$ cat src/rtl/rom_sample_streamer.sv
// ---------------------------------------------------------------------------
// rom_sample_streamer
//
// Purpose:
//   Plays a waveform table held in an external ROM out as a ready/valid
//   sample stream. A run is started with a single-cycle start pulse and
//   plays a programmable number of frames (or runs continuously). One frame
//   is 2^ADDR_WIDTH samples. Within a frame the ROM is walked with a
//   programmable phase increment, so a step of N plays every Nth entry,
//   wrapping around the table. Each frame restarts at address 0.
//
//   ROM reads are issued from a phase accumulator, the returned words are
//   buffered in a 2-entry FIFO together with an end-of-frame tag, and the
//   FIFO head drives the output stream. At most two samples are ever
//   outstanding (buffered plus in flight), which is exactly what the FIFO
//   can absorb when the downstream stalls.
//
// Ports:
//   clk          in   rising-edge clock
//   rst          in   asynchronous active-high reset
//   start        in   pulse, begins a run (honoured in IDLE only)
//   stop         in   pulse, ends a run early (honoured in RUN only)
//   frames       in   frames per run, sampled on start; 0 = continuous
//   step         in   phase increment per sample, sampled on start; 0 -> 1
//   rom_addr     out  registered ROM read address
//   rom_rd_data  in   ROM word, valid one cycle after rom_addr changes
//   m_data       out  output sample (FIFO head)
//   m_valid      out  output sample valid (FIFO not empty)
//   m_ready      in   downstream accept
//   m_last       out  last sample of a frame
//   busy         out  high in RUN and DRAIN
//   done         out  one-cycle pulse on the DRAIN->IDLE transition
// ---------------------------------------------------------------------------
module rom_sample_streamer #(
    parameter int ADDR_WIDTH  = 7,
    parameter int DATA_WIDTH  = 8,
    parameter int FRAME_CNT_W = 8
) (
    input  logic                   clk,
    input  logic                   rst,
    input  logic                   start,
    input  logic                   stop,
    input  logic [FRAME_CNT_W-1:0] frames,
    input  logic [ADDR_WIDTH-1:0]  step,
    output logic [ADDR_WIDTH-1:0]  rom_addr,
    input  logic [DATA_WIDTH-1:0]  rom_rd_data,
    output logic [DATA_WIDTH-1:0]  m_data,
    output logic                   m_valid,
    input  logic                   m_ready,
    output logic                   m_last,
    output logic                   busy,
    output logic                   done
);

    typedef enum logic [1:0] {
        IDLE  = 2'd0,
        RUN   = 2'd1,
        DRAIN = 2'd2
    } state_t;

    localparam logic [ADDR_WIDTH-1:0]  LAST_SAMPLE = '1;
    localparam logic [ADDR_WIDTH-1:0]  ONE_STEP    = ADDR_WIDTH'(1);
    localparam logic [FRAME_CNT_W-1:0] ONE_FRAME   = FRAME_CNT_W'(1);

    state_t state;
    state_t state_next;

    // Run control
    logic [ADDR_WIDTH-1:0]  phase;
    logic [ADDR_WIDTH-1:0]  sample_cnt;
    logic [ADDR_WIDTH-1:0]  step_q;
    logic [FRAME_CNT_W-1:0] frame_cnt;

    // Read pipeline
    logic in_flight;
    logic in_flight_last;

    // 2-entry FIFO of {last, data}
    logic [DATA_WIDTH-1:0] fifo_data [2];
    logic [1:0]            fifo_last;
    logic                  wr_ptr;
    logic                  rd_ptr;
    logic [1:0]            count;

    // Handshake / issue decode
    logic       push;
    logic       pop;
    logic [2:0] committed;
    logic       room;
    logic       frame_end;
    logic       final_issue;
    logic       issue;

    // Decide whether a ROM read may be issued this cycle. The space check
    // counts the FIFO as it will be after this edge (a pop frees a slot in
    // the same cycle), which is what lets a continuously-ready consumer get
    // one sample per cycle while never exceeding two outstanding samples.
    // A stop pulse blocks new issues, except the final read of the final
    // frame, which still goes out.
    always_comb begin
        push        = in_flight;
        pop         = m_valid && m_ready;
        committed   = {1'b0, count} + {2'b00, in_flight} - {2'b00, pop};
        room        = committed < 3'd2;
        frame_end   = (sample_cnt == LAST_SAMPLE);
        final_issue = frame_end && (frame_cnt == ONE_FRAME);
        issue       = (state == RUN) && room && (!stop || final_issue);
    end

    // Next-state logic and the status outputs. done is decoded from the
    // same condition that moves DRAIN back to IDLE, so it is high for
    // exactly the one cycle before the transition edge.
    always_comb begin
        state_next = state;
        done       = 1'b0;
        busy       = (state != IDLE);
        case (state)
            IDLE: begin
                if (start) begin
                    state_next = RUN;
                end
            end
            RUN: begin
                if ((issue && final_issue) || stop) begin
                    state_next = DRAIN;
                end
            end
            DRAIN: begin
                if ((count == 2'd0) && !in_flight) begin
                    state_next = IDLE;
                    done       = 1'b1;
                end
            end
            default: begin
                state_next = IDLE;
            end
        endcase
    end

    // State register.
    always_ff @(posedge clk or posedge rst) begin
        if (rst) begin
            state <= IDLE;
        end else begin
            state <= state_next;
        end
    end

    // Phase accumulator, sample/frame counters and ROM address. A start in
    // IDLE loads the run parameters; each issued read presents the current
    // phase to the ROM and advances the counters. The read of the last
    // sample of a frame snaps the phase back to 0 and, for a finite run,
    // consumes one frame (a zero frame count means continuous and is never
    // decremented).
    always_ff @(posedge clk or posedge rst) begin
        if (rst) begin
            phase      <= '0;
            sample_cnt <= '0;
            step_q     <= '0;
            frame_cnt  <= '0;
            rom_addr   <= '0;
        end else if ((state == IDLE) && start) begin
            phase      <= '0;
            sample_cnt <= '0;
            frame_cnt  <= frames;
            step_q     <= (step == '0) ? ONE_STEP : step;
        end else if (issue) begin
            rom_addr   <= phase;
            sample_cnt <= sample_cnt + ONE_STEP;
            if (frame_end) begin
                phase <= '0;
                if (frame_cnt != '0) begin
                    frame_cnt <= frame_cnt - ONE_FRAME;
                end
            end else begin
                phase <= phase + step_q;
            end
        end
    end

    // In-flight flag: the ROM word for a read issued on this edge arrives
    // during the next cycle and is captured on the following edge. The
    // last-of-frame tag travels alongside it.
    always_ff @(posedge clk or posedge rst) begin
        if (rst) begin
            in_flight      <= 1'b0;
            in_flight_last <= 1'b0;
        end else begin
            in_flight      <= issue;
            in_flight_last <= issue && frame_end;
        end
    end

    // Output FIFO. Writes come from the in-flight read, pops from a
    // completed transfer; both in one cycle leave the occupancy unchanged.
    // Storage is cleared on reset so m_data reads 0 while rst is held.
    always_ff @(posedge clk or posedge rst) begin
        if (rst) begin
            fifo_data[0] <= '0;
            fifo_data[1] <= '0;
            fifo_last    <= '0;
            wr_ptr       <= 1'b0;
            rd_ptr       <= 1'b0;
            count        <= 2'd0;
        end else begin
            if (push) begin
                fifo_data[wr_ptr] <= rom_rd_data;
                fifo_last[wr_ptr] <= in_flight_last;
                wr_ptr            <= ~wr_ptr;
            end
            if (pop) begin
                rd_ptr <= ~rd_ptr;
            end
            case ({push, pop})
                2'b10:   count <= count + 2'd1;
                2'b01:   count <= count - 2'd1;
                default: count <= count;
            endcase
        end
    end

    // The stream is the FIFO head; m_last is qualified by m_valid so a
    // stale tag in an empty slot never shows.
    always_comb begin
        m_valid = (count != 2'd0);
        m_data  = fifo_data[rd_ptr];
        m_last  = m_valid && fifo_last[rd_ptr];
    end

endmodule

$ cat config.mk
export PLATFORM = sky130hd
export DESIGN_NAME = rom_sample_streamer
export DESIGN_NICKNAME = d
export VERILOG_FILES = /design/src/rtl/rom_sample_streamer.sv
export SDC_FILE = /design/constraint.sdc
export NUM_CORES = 1
export LEC_CHECK = 0
export ABC_CLOCK_PERIOD_IN_PS = 8150
export CAP_MARGIN = 10
export CORE_AREA = 2 2 92 94
export CTS_CLUSTER_DIAMETER = 150
export DETAILED_ROUTE_END_ITERATION = 8
export DIE_AREA = 0 0 94 96
export HOLD_SLACK_MARGIN = 0.08
export PLACE_DENSITY_LB_ADDON = 0.25
export SLEW_MARGIN = 20
export SYNTH_ARGS = -nofsm -noshare
export SYNTH_HDL_FRONTEND = slang
export SYNTH_SLANG_ARGS = --single-unit
$ cat constraint.sdc
create_clock -name clk -period 8.15 [get_ports clk]
set_input_delay 1.2225 -clock clk [delete_from_list [all_inputs] [get_ports clk]]
set_output_delay 1.2225 -clock clk [all_outputs]
set_load 0.01 [all_outputs]
# Word-level counts from Yosys, hierarchy flattened
# Index checks and enable logic that the tools add are counted.
# Widths: inputs -> output; s select.
[totals] regBits=62 input_bits=28 output_inout_bits=19 elab_cells=98
[op_classes] addsub=7 magnitude_cmp=7 n_eq_ne=9 muxes=28 bitwise=5 n_reduce_logical=28
[op_table] cell="$mux 8" n=8
[op_table] cell="$mux 7" n=6
[op_table] cell="$bwmux 16" n=1
[op_table] cell="$reduce_bool 2->1" n=6
[op_table] cell="$logic_and 1x1->1" n=11
[op_table] cell="$demux 8 s1" n=1
[op_table] cell="$eq 8x1->1 const B" n=1
[op_table] cell="$reduce_bool 8->1" n=1
[op_table] cell="$sub 8x1->8 const B" n=1
[op_table] cell="$add 7x1->7 const B" n=1
[op_table] cell="$add 7x7->7" n=1
[op_table] cell="$eq 7x7->1 const B" n=1
[op_table] cell="$logic_not 7->1" n=1
[op_table] cell="$mux 2" n=3
[op_table] cell="$pmux 2 s3" n=1
[op_table] cell="$reduce_and 3->1" n=2
[op_table] cell="$mux 1" n=5
[op_table] cell="$eq 2x1->1 const B" n=2
[op_table] cell="$eq 2x2->1 const B" n=2
[op_table] cell="$ge 2x2->1 const B" n=2
[op_table] cell="$logic_not 2->1" n=2
[op_table] cell="$lt 1x2->1 const B" n=2
[op_table] cell="$ne 2x2->1 const B" n=2
[op_table] cell="$not 1->2" n=2
[op_table] cell="15 further kinds" n=19

# Depth between registers and ports, before layout
[logic_depth] ltp_word=10 depth_mapped=10 mapped_depth_nobuf=9

# Worst setup path after synthesis
# Ideal clock, no wire load.
[synth_path] kind="input -> register" startpoint="in m_ready" endpoint="reg frame_cnt[7]" setup_ns=0.082 arrival_time_ns=3.450 t_required_ns=8.068 setup_slack_ns=4.618 path_stages=9 n_path_buf=0 path_cell_list="nand2b_1 -> nor2_1 -> o21ai_0 -> fa_1 -> nand3b_1 -> nor4b_2 -> nand4_1 -> or3_2 -> a31oi_1"
[synth_between] elab_chain_len=7
[synth_lines] item="start: declaration" line="49" text="input logic m_ready,"
[synth_lines] item="$logic_and 1x1->1" line="102" text="pop = m_valid && m_ready;"
[synth_lines] item="$sub 3x1->3" line="103" text="committed = {1'b0, count} + {2'b00, in_flight} - {2'b00, pop};"
[synth_lines] item="$lt 3x2->1" line="104" text="room = committed < 3'd2;"
[synth_lines] item="$logic_and 1x1->1 (2 in series)" line="107" text="issue = (state == RUN) && room && (!stop || final_issue);"
[synth_lines] item="$reduce_bool 2->1 (no line)"
[synth_lines] item="$reduce_and 3->1 (no line)"
[synth_lines] item="end signal: assignment" line="165" text="frame_cnt <= frames;"
[synth_lines] item="end signal: assignment" line="173" text="frame_cnt <= frame_cnt - ONE_FRAME;"
[synth_lines] item="end: declaration" line="72" text="logic [FRAME_CNT_W-1:0] frame_cnt;"
# No other way between the ends.
# A chain may end at the register's enable or synchronous reset.

# Final worst setup path
# Same ends and word-level chain as after synthesis.

==> flow_metrics.tcl <==
set metrics [dict create \
    cts_tree "done" \
    worstReg2RegStart "count[1]" \
    multi_input_area_mm2 0.00153 \
    vias_per_cell 5.09 \
    syn_inst 277 \
    ir_worst_vdd_uv 183 \
    hold-worst-slack_ns 0.483 \
    n_antenna_cell 0 \
    die_w_um 94 \
    worst_pin_slew_ns 0.870 \
    clk_path_buf_depth 2 \
    r2r-end "frame_cnt[7]" \
    grt_pass1_wl_mm 9.72 \
    post_cts_buffers 0 \
    async_flop_share 1.00 \
    cts_resized 0 \
    setup_tns_ns 0 \
    status "finished, final reports clean" \
    clk_latency_ns 0.33 \
    yosysUniqueCellTypes 46 \
    fmax_mhz 250 \
    register_area_mm2 0.00155 \
    critPathCaptureType "register" \
    worst-r2r-setup-slack_ns 5.08 \
    p_per_area_mw_per_mm2 355 \
    power_leakage_nw 1.70 \
    critPathMaxFanout 6 \
    grt_overflow 0 \
    syn_avg_cell_area_um2 11.4 \
    syn_nets 317 \
    area_delta_synth_final_pct 24.0 \
    start_kind "primary input" \
    htree_levels 3 \
    grt_start_max_net_pins 63 \
    routedWlPerCell_um 13.4 \
    setup_viol 0 \
    port_buffers 46 \
    core_area_mm2 0.00805 \
    final_max_slew_viol_count 0 \
    min_path_cells 1 \
    ys.flop_type "dfrtp_1" \
    n_fill_cell 751 \
    dieArea_mm2 0.00902 \
    first_global_vias 2090 \
    hold_viol_final 0 \
    crit_type "primary input to register" \
    drv_cap 0 \
    die_height_um 96 \
    ys_seq_elements 62 \
    routed_wl_mm 5.87 \
    critical_path_required_ns 8.40 \
    synth_warnings 0 \
    first_pass_iters 4 \
    worst-r2r-cell-count 9 \
    finalPower_mw 1.38 \
    holdPathEnd "sample_cnt[6]" \
    routed-via-count 2225 \
    cts_sinks 62 \
    ant_nets 0 \
    netlist_area_mm2 0.00315 \
    placementRows 33 \
    rsz0062_at_grt "no" \
    clock_skew_ns 0.00785 \
    fin_nets 367 \
    gp_congestion 0.807 \
    grt.total_usage 0.139 \
    start_util 0.391 \
    clk_pin_slew_ns 0.06 \
    drive_gt1_frac 0.190 \
    yosysSeqAreaShare 0.493 \
    post-route-period-util 0.491 \
    cts_hold_buf 0 \
    post-route-drc-count 0 \
    min-delay-start "sample_cnt[6]" \
    root_buffer "clkbuf_8" \
    cp_data_arrival_time_ns 4.25 \
    io_pins 47 \
    place_hpwl_mm 4.09 \
    drtIter0Drc 93 \
    synth_edf_count 0 \
    slew_headroom 0.416 \
    numCtsBuffers 9 \
    antenna_found_initial 0 \
    finalCriticalPeriod_ns 4.00 \
    hold_class "register to register" \
]
## state kept, by name (all words and copies together) (netlist names), 2 cells and up
name,flops
frame_cnt,8
rom_addr,7
phase,7
fifo_data,16
fifo_last,2
sample_cnt,7
step_q,7
count,2
state,2
## where the power goes
group | leakage (nW) | internal, mW | switching [mW]
clock network | 0.0976 | 0.150 | 0.113
registers | 0.785 | 0.432 | 0.107
logic | 0.813 | 0.326 | 0.256
total | 1.70 | 0.908 | 0.475
## routing by layer
layer	vias to the layer above	part of all wire	track usage
li1	1092	-	-
met1	1061	0.48	0.171
met2	67	0.45	0.232
met3	5	0.053	0.0486
met4	0	0.011	0.0399
met5	-	0	0
## stage by stage
step / cell area [um^2] / setup slack, ns / cells / util
final: 3900 / 4.15 / 437 / 0.484
after CTS: 3900 / 4.13 / 437 / 0.484
after floorplan: 3150 / 4.62 / 277 / -
after global placement: 3710 / 3.88 / 421 / 0.460
after detailed placement: 3710 / 3.79 / 421 / 0.460
after global routing: 3900 / 3.84 / 437 / 0.484
## synth_stat cells, drive strengths merged (3+ instances only)
library cell / n / area [um^2]
dfrtp: 62 / 1550
mux2: 37 / 417
nand2: 33 / 124
nor2: 14 / 52.6
xnor2: 12 / 105
o21ai: 11 / 55.1
ha: 10 / 125
inv: 8 / 30.0
nand3: 8 / 40.0
clkbuf: 7 / 26.3
a21oi: 6 / 41.3
a22o: 6 / 52.6
nand4: 6 / 52.6
nor3b: 5 / 37.5
a211oi: 4 / 30.0
mux2i: 4 / 40.0
nand2b: 4 / 25.0
a31oi: 3 / 18.8
nor2b: 3 / 18.8
nor3: 3 / 15.0
xor2: 3 / 26.3
## worst max-delay path by stage
| stage | slack, ns | to | from | cells after the start |
|---|---|---|---|---|
| after global routing | 3.84 | frame_cnt[7] | m_ready | 10 |
| after global placement | 3.88 | frame_cnt[7] | m_ready | 10 |
| after floorplan | 4.62 | frame_cnt[7] | m_ready | 9 |
| after CTS | 4.13 | frame_cnt[7] | m_ready | 10 |
| final | 4.15 | frame_cnt[7] | m_ready | 10 |
| after detailed placement | 3.79 | frame_cnt[7] | m_ready | 10 |
## layout by cell type, fill, tap and decap left out, types with 5 or more instances in the layout
master / count
nand3_1: 8
clkbuf_8: 10
nand2_1: 33
nor3b_1: 5
clkdlybuf4s50_1: 46
nor2_1: 14
a21oi_1: 5
mux2_2: 37
a22o_1: 6
dfrtp_1: 62
ha_1: 10
xnor2_1: 12
o21ai_0: 11
nand4_1: 5
inv_1: 7
## cell families after synthesis
family,synth area share
buf+inv,0.0215
compound gates,0.0863
mux,0.145
simple gates,0.160
flops,0.493
xor+xnor,0.0418
fa+ha+maj,0.0525
## worst max-delay path: stages
cell and delay (ns):
clkdlybuf4s50_1 0.50, nand2b_1 0.09, nor2_1 0.20, o21ai_0 0.13, fa_1 0.53, nand3b_1 0.09, nor4b_2 0.54, nand4_1 0.30
or3_2 0.47, a31oi_1 0.18
## layout make-up
type / instances / share of cell area
well taps: 105 / 0.0337
clock buffers: 13 / 0.0382
multi-input cells: 199 / 0.391
clock inverters: 3 / 0.0112
inverters: 8 / 0.00770
repair buffers: 47 / 0.120
flip-flops and latches: 62 / 0.398
(Power assumes the default switching activity.)
